File: src/rtl/cmd_cfg_wd.sv
// Command configuration unit for the copter. Decodes opcodes handed over by
// the UART wrapper, updates the flight setpoints, runs the battery conversion
// and inertial calibration sequences, returns a response byte and lands the
// craft if the command link goes quiet for too long.
//
// Handshakes: clr_cmd_rdy is combinational and high only while the FSM is
// IDLE and cmd_rdy is high, so the wrapper drops cmd_rdy on that same edge.
// send_resp, strt_cnv and strt_cal are registered single-cycle pulses. After
// send_resp the FSM sits in WAIT_TX until resp_sent, and no command is
// consumed there.
module cmd_cfg_wd #(
   parameter int TMR_W = 26,
   parameter int SP_W  = 16,
   parameter int THR_W = 9,
   parameter int WD_W  = 24
) (
   input  logic             clk,
   input  logic             rst,
   input  logic             cmd_rdy,
   input  logic [7:0]       cmd,
   input  logic [15:0]      data,
   output logic             clr_cmd_rdy,
   output logic [7:0]       resp,
   output logic             send_resp,
   input  logic             resp_sent,
   input  logic [7:0]       batt,
   output logic             strt_cnv,
   input  logic             cnv_cmplt,
   output logic             strt_cal,
   output logic             inertial_cal,
   input  logic             cal_done,
   output logic             motors_off,
   output logic [SP_W-1:0]  d_ptch,
   output logic [SP_W-1:0]  d_roll,
   output logic [SP_W-1:0]  d_yaw,
   output logic [THR_W-1:0] thrst,
   output logic             wd_trip
);

   localparam logic [7:0] REQ_BATT  = 8'h01;
   localparam logic [7:0] SET_PTCH  = 8'h02;
   localparam logic [7:0] SET_ROLL  = 8'h03;
   localparam logic [7:0] SET_YAW   = 8'h04;
   localparam logic [7:0] SET_THRST = 8'h05;
   localparam logic [7:0] CALIBRATE = 8'h06;
   localparam logic [7:0] EMER_LAND = 8'h07;
   localparam logic [7:0] MTRS_OFF  = 8'h08;
   localparam logic [7:0] ACK       = 8'hA5;
   localparam logic [7:0] NACK      = 8'hEE;

   localparam logic [TMR_W-1:0] TMR_MAX = '1;
   localparam logic [TMR_W-1:0] TMR_ONE = 1;
   localparam logic [WD_W-1:0]  WD_MAX  = '1;
   localparam logic [WD_W-1:0]  WD_PRE  = {{(WD_W-1){1'b1}}, 1'b0};
   localparam logic [WD_W-1:0]  WD_ONE  = 1;

   typedef enum logic [2:0] {
      IDLE    = 3'd0,
      BATT    = 3'd1,
      SPIN    = 3'd2,
      CAL     = 3'd3,
      WAIT_TX = 3'd4
   } state_t;

   state_t           state;
   logic [TMR_W-1:0] tmr;
   logic [WD_W-1:0]  wd_cnt;
   logic             accept;
   logic             wd_run;
   logic             wd_hit;

   // A command is taken only from IDLE; accepting it clears the watchdog.
   assign accept      = (state == IDLE) && cmd_rdy;
   assign clr_cmd_rdy = accept;

   // The watchdog only ages while waiting on the link with motors running;
   // the trip fires on the edge where the counter lands on all-ones and keeps
   // the setpoints pinned at zero while it stays saturated.
   assign wd_run = !motors_off && !accept && ((state == IDLE) || (state == WAIT_TX));
   assign wd_hit = wd_run && (wd_cnt >= WD_PRE);

   // Link-loss watchdog counter: cleared by commands and while motors are off.
   always_ff @(posedge clk or posedge rst) begin
      if (rst) begin
         wd_cnt <= '0;
      end else if (motors_off || accept) begin
         wd_cnt <= '0;
      end else if (wd_run && (wd_cnt != WD_MAX)) begin
         wd_cnt <= wd_cnt + WD_ONE;
      end
   end

   // Command FSM with registered setpoints, response and sequencing pulses.
   always_ff @(posedge clk or posedge rst) begin
      if (rst) begin
         state        <= IDLE;
         tmr          <= '0;
         resp         <= 8'h00;
         send_resp    <= 1'b0;
         strt_cnv     <= 1'b0;
         strt_cal     <= 1'b0;
         inertial_cal <= 1'b0;
         motors_off   <= 1'b1;
         d_ptch       <= '0;
         d_roll       <= '0;
         d_yaw        <= '0;
         thrst        <= '0;
         wd_trip      <= 1'b0;
      end else begin
         send_resp <= 1'b0;
         strt_cnv  <= 1'b0;
         strt_cal  <= 1'b0;
         if (wd_hit) begin
            d_ptch  <= '0;
            d_roll  <= '0;
            d_yaw   <= '0;
            thrst   <= '0;
            wd_trip <= 1'b1;
         end
         case (state)
            IDLE: begin
               if (cmd_rdy) begin
                  wd_trip <= 1'b0;
                  case (cmd)
                     REQ_BATT: begin
                        strt_cnv <= 1'b1;
                        state    <= BATT;
                     end
                     CALIBRATE: begin
                        motors_off   <= 1'b0;
                        inertial_cal <= 1'b1;
                        tmr          <= '0;
                        state        <= SPIN;
                     end
                     SET_PTCH, SET_ROLL, SET_YAW, SET_THRST, EMER_LAND, MTRS_OFF: begin
                        if (cmd == SET_PTCH)  d_ptch <= data[SP_W-1:0];
                        if (cmd == SET_ROLL)  d_roll <= data[SP_W-1:0];
                        if (cmd == SET_YAW)   d_yaw  <= data[SP_W-1:0];
                        if (cmd == SET_THRST) thrst  <= data[THR_W-1:0];
                        if (cmd == EMER_LAND) begin
                           d_ptch <= '0;
                           d_roll <= '0;
                           d_yaw  <= '0;
                           thrst  <= '0;
                        end
                        if (cmd == MTRS_OFF) motors_off <= 1'b1;
                        resp      <= ACK;
                        send_resp <= 1'b1;
                        state     <= WAIT_TX;
                     end
                     default: begin
                        resp      <= NACK;
                        send_resp <= 1'b1;
                        state     <= WAIT_TX;
                     end
                  endcase
               end
            end
            BATT: begin
               if (cnv_cmplt) begin
                  resp      <= batt;
                  send_resp <= 1'b1;
                  state     <= WAIT_TX;
               end
            end
            SPIN: begin
               if (tmr == TMR_MAX) begin
                  strt_cal <= 1'b1;
                  state    <= CAL;
               end else begin
                  tmr <= tmr + TMR_ONE;
               end
            end
            CAL: begin
               if (cal_done) begin
                  inertial_cal <= 1'b0;
                  resp         <= ACK;
                  send_resp    <= 1'b1;
                  state        <= WAIT_TX;
               end
            end
            WAIT_TX: begin
               if (resp_sent) state <= IDLE;
            end
            default: state <= IDLE;
         endcase
      end
   end

endmodule

File: config.mk
export PLATFORM = sky130hd
export DESIGN_NAME = cmd_cfg_wd
export DESIGN_NICKNAME = d
export VERILOG_FILES = /design/src/rtl/cmd_cfg_wd.sv
export SDC_FILE = /design/constraint.sdc
export NUM_CORES = 1
export LEC_CHECK = 0
export BUFFER_PORTS_ARGS = -buffer_cell sky130_fd_sc_hd__buf_2
export CAP_MARGIN = 40
export CORE_ASPECT_RATIO = 0.8
export CORE_MARGIN = 3
export CORE_UTILIZATION = 50
export CTS_CLUSTER_DIAMETER = 150
export DETAILED_ROUTE_END_ITERATION = 7
export GPL_TIMING_DRIVEN = 0
export MAX_ROUTING_LAYER = met4
export PLACE_DENSITY = 0.84
export SYNTH_ARGS = -nofsm -noshare
export SYNTH_HDL_FRONTEND = slang
export SYNTH_SLANG_ARGS = --single-unit
File: constraint.sdc
create_clock -name clk -period 3.9 [get_ports clk]
set_input_delay 0.585 -clock clk [delete_from_list [all_inputs] [get_ports clk]]
set_output_delay 0.585 -clock clk [all_outputs]
set_load 0.01 [all_outputs]
==> results.cfg <==
[sta]
finalClockSkew_ns = 0.007246
slew_viol_final = 0
timing.slew.headroom_pct = 40.47
setup_ws_ns = 0.9226
hold_violations = 0
period_needed_ns = 2.977
hold_slack_ns = 0.1830
finalCritPeriodShare_pct = 76.34
setup_viol = 0
setup_tns_ns = 0
max_freq_ghz = 0.3359
worst_pin_slew_ns = 0.8848
grt_setup_unrepaired = no

[drt]
drtIter0Drc = 631
vias_per_cell = 6.116
final_antenna_net_count = 0
drc = 0
dr.pass1.iters = 5
wire_per_inst_um = 17.58
vias = 5871
routed_wl_um = 16880

[yosys]
async_flop_share_pct = 100.0
postSynthAreaPerCell_um2 = 9.046
synth.largest_area_cell = dfrtp_1
ys_ff_latch = 124
synth_edf_count = 0
dominantRegCellSynth = dfrtp_1
post-synth-top-count-cell = a21oi_1
synth_common_cells = 125 x a21oi_1, 123 x dfrtp_1, 73 x nand2_1
ys_warn_count = 0
yosysTopAreaCellShare_pct = 50.78
yosys.cell_types.count = 54
yosysSeqAreaShare_pct = 51.22
syn-instance-count = 670
synthTopCellsByArea = dfrtp_1 51%, a21oi_1 10%, nand2_1 4.5%, nand3_1 3.6%, or4_1 3.1%
synth_nets = 711
syn_area_um2 = 6061

[clocking]
cts_buffers = 17
cts_max_path_buffers = 2
cts_tree = yes
clock_sinks = 124
cts_root_buf = clkbuf_16
clk_latency_ns = 0.42
path_clk_slew_ns = 0.06
h-tree-depth = 4
cts_resized = 0
post_cts_buffers = 0
holdBufCountCts = 0

[setup_path]
slowest_stage = nor4_2
crit_family = simple AND/OR/NAND/NOR gates
slowest_delay_ns = 0.79
cp.arrival_ns = 3.31
cp.required_ns = 4.23
path_max_fanout = 10
worst-setup-path-type = flip-flop to flip-flop
crit_buf_inv = 2
start_kind = flip-flop
crit_path_end_kind = flip-flop
crit_chain = clkbuf_1, nor4b_2, nand2_1, nor4_2, clkbuf_1, a21oi_1, a21oi_1

[floorplanning]
core_um2 = 11690
ioPinCount = 110
fp-row-count = 35
die_h_um = 104.5
start_util_pct = 51.84
die_x_um = 129.1
die_area_um2 = 13490

[pwr]
p_leak_nw = 3.348
pwr_density_cell_nw_per_um2 = 546.5
ir_worst_vdd_v = 0.0003987

[cells_and_area]
drive_above_1_share_pct = 18.84
nets = 840
antenna_cells = 0
stdcell_count = 960
areaGrowthSynthToFinish_pct = 22.11
fin_area_um2 = 7401

[place]
routabilityCongestion = 0.9582
placed_cells = 928
io_buffers = 108
place_ws_ns = 0.7731
placed_area_um2 = 6830
hpwl_um = 11540

[global_route]
use_met1_pct = 36.90
overflow = 0
grtUsageTotal_pct = 26.21
antenna_found_initial = 0
grt_pass1_wl_um = 27430
grt_pass1_vias = 5461
use_met2_pct = 36.65
grt.met3_usage_pct = 6.520
grt_max_degree = 81
gr-max-usage-layer = met1

[run]
maxCapViolations = 0

[hold_path]
hold_class = input pin to asynchronous set/reset pin

[status]
outcome = finished clean
==> logic make-up (layout without fill, tap and decap cells) <==
family | after synthesis | count (layout) | synth area share, %
multiplexers | 3 | 3 | 0.4955
adder cells (fa/ha/maj) | 3 | 3 | 0.6194
buffers and inverters | 53 | 195 | 3.282
AO/OA/AOI/OAI | 217 | 217 | 20.38
AND/OR/NAND/NOR | 261 | 261 | 22.71
flip-flops | 124 | 124 | 51.22
XOR/XNOR | 9 | 9 | 1.301
==> worst register-to-register path, delay by kind of cell, from the launching register on <==
family	cells	cell delay (ns)
and+or+nand+nor	3	1.62
AOI/OAI and AO/OA	2	0.24
DFF	1	0.38
buffers and inverters	2	0.64
==> area by class of cell <==
| class | count | area, µm² |
|---|---|---|
| Tap cell | 148 | 185.2 |
| Multi-Input combinational cell | 493 | 2758 |
| Sequential cell | 124 | 3104 |
| Buffer | 38 | 142.6 |
| Clock inverter | 13 | 117.6 |
| Clock buffer | 19 | 452.9 |
| Fill cell | 920 | 4292 |
| Inverter | 15 | 61.31 |
| Timing Repair Buffer | 110 | 579.3 |
==> flip-flops by register name, summed over array words and instances, names as in the netlist, 3 cells and up <==
register,flops
wd_cnt,24
state,3
d_yaw,16
d_ptch,16
d_roll,16
thrst,9
tmr,26
resp,8
==> path summary, 6_finish.rpt <==
path,startpoint,endpoint,slack (ns),cells past startpoint
worst min register to register,tmr[5],tmr[5],0.52,1
worst max-delay path,state[0],d_roll[6],0.92,7
max in group asynchronous,rst,motors_off,2.96,3
worst min-delay path,rst,d_roll[12],0.18,2
min in group clk,cal_done,inertial_cal,0.40,2
worst max register to register,state[0],d_roll[6],0.92,7
==> layout by cell type, fill, tap and decap left out, types with 12 or more instances in the layout <==
cell type	count
or3_1	15
a21oi_1	125
o211ai_1	12
clkbuf_16	17
nand3_1	44
o21ai_0	31
o31ai_1	13
nor2_1	37
inv_1	13
or4_1	25
dfrtp_1	123
nand2_1	73
buf_2	108
nand4_1	15
clkbuf_1	35
==> power breakdown <==
group,internal (mW),total [mW],leakage (nW),switching (mW)
clock network,0.910,1.51,0.268,0.598
registers,1.45,1.58,1.56,0.134
logic,0.333,0.956,1.52,0.624
==> per-stage QoR <==
stage          power, mW  utilization, %
2_1_floorplan      2.226               -
3_3_place_gp       2.509           58.04
3_5_place_dp       2.538           58.42
4_1_cts            4.050           63.30
5_1_grt            4.257           63.30
6_report           4.045           63.30
==> layer usage <==
layer | share of wire [%] | vias to the layer above
li1 | - | 2741
met1 | 45 | 2820
met2 | 45 | 265
met3 | 8.5 | 45
met4 | 2.3 | 0
met5 | 0 | -
No activity file was read; power rests on OpenSTA's default activity.
